--- src/rtl/data_compare8_if.sv ---
// Operand/result bundle for the data_compare8 registered magnitude comparator.
// The master drives the two operands, and the slave returns the one-hot result.
interface data_compare8_if #(
   parameter int WIDTH = 8
);
   logic [WIDTH-1:0] iData_a;
   logic [WIDTH-1:0] iData_b;
   logic [2:0]       oData;

   modport master (
      output iData_a,
      output iData_b,
      input  oData
   );

   modport slave (
      input  iData_a,
      input  iData_b,
      output oData
   );
endinterface

--- src/rtl/data_compare8.sv ---
// Registered magnitude comparator built from MSB-first cascaded 4-bit slices (74x85 style).
// Define DATA_COMPARE_SIGNED_EN for a two's-complement compare; unsigned when undefined.
module data_compare8 #(
   parameter int WIDTH   = 8,
   parameter int SLICE_W = 4
) (
   input  logic          iClk,
   input  logic          iRst_n,
   data_compare8_if.slave bus
);
   localparam int SLICES = WIDTH / SLICE_W;

`ifdef DATA_COMPARE_SIGNED_EN
   localparam bit SIGNED_EN = 1'b1;
`else
   localparam bit SIGNED_EN = 1'b0;
`endif

   if ((SLICE_W != 4) || (WIDTH < 4) || ((WIDTH % 4) != 0)) begin : gParamCheck
      $error("data_compare8: WIDTH must be a multiple of 4 (min 4) and SLICE_W must be 4");
   end

   logic [SLICES-1:0] sliceGt;
   logic [SLICES-1:0] sliceEq;
   logic [SLICES-1:0] sliceLt;

   genvar gi;
   generate
      for (gi = 0; gi < SLICES; gi++) begin : gSlice
         // Flipping the sign bit of both operands maps two's complement onto unsigned order.
         localparam logic [3:0] FLIP =
            (SIGNED_EN && (gi == SLICES - 1)) ? 4'b1000 : 4'b0000;

         logic [3:0] nibA;
         logic [3:0] nibB;

         assign nibA        = bus.iData_a[gi*4 +: 4] ^ FLIP;
         assign nibB        = bus.iData_b[gi*4 +: 4] ^ FLIP;
         assign sliceGt[gi] = (nibA > nibB);
         assign sliceEq[gi] = (nibA == nibB);
         assign sliceLt[gi] = (nibA < nibB);
      end
   endgenerate

   logic       gtAcc;
   logic       eqAcc;
   logic       ltAcc;
   logic [2:0] resultNext;
   logic [2:0] resultReg;

   // Walk from the MSB slice down; only a slice below an all-equal prefix may decide.
   always_comb begin
      gtAcc = sliceGt[SLICES-1];
      eqAcc = sliceEq[SLICES-1];
      ltAcc = sliceLt[SLICES-1];
      for (int i = SLICES - 2; i >= 0; i--) begin
         gtAcc = gtAcc | (eqAcc & sliceGt[i]);
         ltAcc = ltAcc | (eqAcc & sliceLt[i]);
         eqAcc = eqAcc & sliceEq[i];
      end
      resultNext = {gtAcc, eqAcc, ltAcc};
   end

   always_ff @(posedge iClk or negedge iRst_n) begin
      if (!iRst_n) begin
         resultReg <= 3'b000;
      end else begin
         resultReg <= resultNext;
      end
   end

   assign bus.oData = resultReg;
endmodule

--- src/flat_wrapper.sv ---
// flat-port wrapper written by rule: the top's interface ports become plain ports
module data_compare8_flat 
#(
   parameter int WIDTH   = 8,
   parameter int SLICE_W = 4
)
  (iClk, iRst_n, bus_iData_a, bus_iData_b, bus_oData);
  data_compare8_if #(.WIDTH(WIDTH)) bus_i ();
  input  logic iClk;
  input  logic iRst_n;
  input wire logic [$bits(bus_i.iData_a)-1:0] bus_iData_a;
  input wire logic [$bits(bus_i.iData_b)-1:0] bus_iData_b;
  output wire logic [$bits(bus_i.oData)-1:0] bus_oData;
  assign bus_i.iData_a = bus_iData_a;
  assign bus_i.iData_b = bus_iData_b;
  assign bus_oData = bus_i.oData;
  data_compare8 #(.WIDTH(WIDTH), .SLICE_W(SLICE_W)) u_core (.iClk(iClk), .iRst_n(iRst_n), .bus(bus_i));
endmodule
--- config.mk ---
export PLATFORM = sky130hd
export DESIGN_NAME = data_compare8_flat
export DESIGN_NICKNAME = d
export VERILOG_FILES = /design/src/rtl/data_compare8_if.sv /design/src/rtl/data_compare8.sv /design/src/flat_wrapper.sv
export SDC_FILE = /design/constraint.sdc
export NUM_CORES = 1
export LEC_CHECK = 0
export ABC_CLOCK_PERIOD_IN_PS = 800
export BUFFER_PORTS_ARGS = -buffer_cell sky130_fd_sc_hd__buf_2
export CAP_MARGIN = 20
export CELL_PAD_IN_SITES_DETAIL_PLACEMENT = 1
export CELL_PAD_IN_SITES_GLOBAL_PLACEMENT = 1
export CORE_AREA = 2 2 39 41
export CTS_BUF_LIST = sky130_fd_sc_hd__clkbuf_2 sky130_fd_sc_hd__clkbuf_4 sky130_fd_sc_hd__clkbuf_8
export CTS_CLUSTER_DIAMETER = 150
export DETAILED_ROUTE_END_ITERATION = 6
export DIE_AREA = 0 0 41 43
export PLACE_DENSITY = 0.73
export REMOVE_ABC_BUFFERS = 1
export SLEW_MARGIN = 15
export SYNTH_ARGS = -nofsm -noshare
export SYNTH_HDL_FRONTEND = slang
export SYNTH_SLANG_ARGS = --single-unit
--- constraint.sdc ---
create_clock -name iClk -period 0.8 [get_ports iClk]
set_clock_uncertainty 0.05 [all_clocks]
set_input_delay 0.16 -clock iClk [delete_from_list [all_inputs] [get_ports iClk]]
set_output_delay 0.16 -clock iClk [all_outputs]
set_load 0.05 [all_outputs]
==> run summary <==
# rows -> 14
Clock sink count -> 3
Seq/Total Area, Yosys -> 0.249
Post-Syn Area per Cell -> 8.62 um2
GR Util All Layers -> 0.138
Final #Nets -> 90
CP Cell Sequence -> buf_6
Netlist cell types -> 10
Post-synth top area share -> 0.332
Initial Util -> 0.218
Min Clock Period, post-route -> 0.960 ns
LEAKAGE -> 0.000316 uW
Final period util -> 1.20
Worst ir drop on vdd -> 0.000475 V
Non-filler instance count after layout -> 79
Total grt overflow -> 0
Worst Path Required -> 0.59 ns
Cell family with most CP delay -> flip-flops
Slew HR -> 0.896
Hold Crit Class -> primary input to asynchronous set/reset pin
Max FFs per register -> 3
Cells after DPL -> 74
CP endpoint kind -> output pin
Final worst slack -> -0.160 ns
Worst hold slack -> 0.199 ns
Synth Area in Adders -> 0.332
Post-Syn Instances -> 35
Root buffer cell -> clkbuf_4
TritonCTS clock tree -> done
Die width -> 41 um
Bufs and invs on worst path -> 1
Worst-Margin Slew -> 0.157 ns
Yosys top cell by area -> ha_1
Chip height -> 43 um
Final Max Tran Viols -> 0
Core Box Area -> 0.00138 mm2
Setup Viol. Count Final -> 5
DP HPWL -> 654 um
CP peak stage delay -> 0.36 ns
Initial antenna violation count -> 0
Yosys reg bits -> 3
Max Root-Sink Buffers -> 2
Fill cells -> 150
Crit path depth -> 1
Area delta synth->final -> 134%
Layout cell share with drive strength beyond 1 -> 0.841
Synth Area in Compound Gates -> 0.199
Mux share of post-synthesis cell area -> 0
First-pass GRT wire length -> 1.57 mm
Routed WL -> 1.09 mm
Main combinational cell family by area after synthesis -> adder cells
I/O Buffers -> 20
Routed vias -> 359
Synth Cell Area -> 302 um2
Drt drc -> 0
Via/cell ratio -> 4.54
N_diodes -> 0
Vias in the first global route -> 412
DR WL/cell -> 13.8 um
Critical path arrival -> 0.75 ns
Crit path max-delay cell type -> dfrtp_1
Failing checks -> negative setup slack
Routability Congestion -> 0.686
# IOs -> 21
Hold Violations, Final -> 0
Dominant cells by area after synthesis -> ha_1 33%, dfrtp_1 25%, inv_1 12%
Antenna-violating nets left -> 0
Yosys Warn Count -> 0
Crit path kind -> register to output pin
Peak Freq -> 1040 MHz
Initial DRC Count -> 4
Largest net degree at the start of global routing -> 5
Max_cap viols -> 0
Clock transition at path regs -> 0.04 ns
H-tree Lvls -> 1
CP Launch Type -> register
XOR/XNOR Fraction of Synth Area -> 0
CTS Buf Count -> 3
DIE AREA -> 0.00176 mm2
Post-CTS setup buffer count -> 0
Outcome -> complete, but fails checks
RSZ-0062 raised after global routing -> yes
Drt pass-1 iters -> 2
Simple-Gate Fraction of Synth Area -> 0.0954
Cell area power density -> 1340 mW/mm2
Critical Path Fanout Max -> 1
-- layout by cell type, fill, tap and decap left out, types with 2 or more instances in the layout --
cell      Yosys  routed
buf_4         0       2
o21ai_2       0       2
inv_2         0       6
inv_1        10       2
clkbuf_4      0       4
buf_2         0      11
a21oi_4       0       2
buf_6         0       9
a21oi_2       0       2
ha_4          0       7
dfrtp_1       3       3
-- where the power goes --
part	leakage [uW]	switching, uW	total, uW	internal (uW)
clock network	0.0000184	88.3	310	221
registers	0.0000372	6.36	174	167
logic	0.000260	223	459	236
total	0.000316	317	942	625
-- routing by layer --
metal | share of wire | global-route usage
met1 | 0.35 | 0.111
met2 | 0.60 | 0.266
met3 | 0.037 | 0.0157
met4 | 0.016 | 0.100
met5 | 0 | 0
-- through the flow --
step	TNS [ns]	area, um2	setup WS [ns]	utilization	total power [uW]
after floorplan	-0.643	302	-0.297	-	328
after CTS	-0.591	614	-0.171	0.444	868
after global routing	-0.750	704	-0.190	0.509	1010
final	-0.596	704	-0.160	0.509	942
after detailed placement	-1.23	444	-0.481	0.321	429
after global placement	-1.09	444	-0.422	0.321	421
-- cells by family after synthesis --
| group | Yosys count |
|---|---|
| compound gates | 9 |
| fa+ha+maj | 8 |
| buf+inv | 10 |
| flops | 3 |
| simple gates | 5 |
-- what timing repair did --
item	4_1_cts	5_1_grt
pin swaps	7	17
hold buffers	1	0
endpoints found under the hold margin	3	0
setup endpoints to repair	6	6
gates resized for setup	25	23
-- synthesized netlist by cell type, drive strengths merged --
library cell  count
a22o              1
ha                8
a41oi             1
dfrtp             3
o21ai             3
inv              10
nand4             1
nor3              1
a21oi             4
nand2             3
-- final cells by class --
type,instances,area [um2],share of cell area
sequential,3,75.1,0.107
inverter,10,45.0,0.0639
multi-input combinational,22,338,0.480
timing repair buffer,24,196,0.279
tap,16,20.0,0.0284
clock buffer,4,30.0,0.0426
-- how the worst max path moves through the flow --
stage / from / to
3_3_place_gp: bus_iData_b[5] / u_core.bus.oData[2]$_DFF_PN0_
4_1_cts: u_core.bus.oData[1]$_DFF_PN0_ / bus_oData[1]
3_5_place_dp: bus_iData_b[7] / u_core.bus.oData[2]$_DFF_PN0_
5_1_grt: u_core.bus.oData[1]$_DFF_PN0_ / bus_oData[1]
6_report: u_core.bus.oData[1]$_DFF_PN0_ / bus_oData[1]
2_1_floorplan: bus_iData_b[7] / u_core.bus.oData[2]$_DFF_PN0_
No activity file was read; power rests on OpenSTA's default activity.
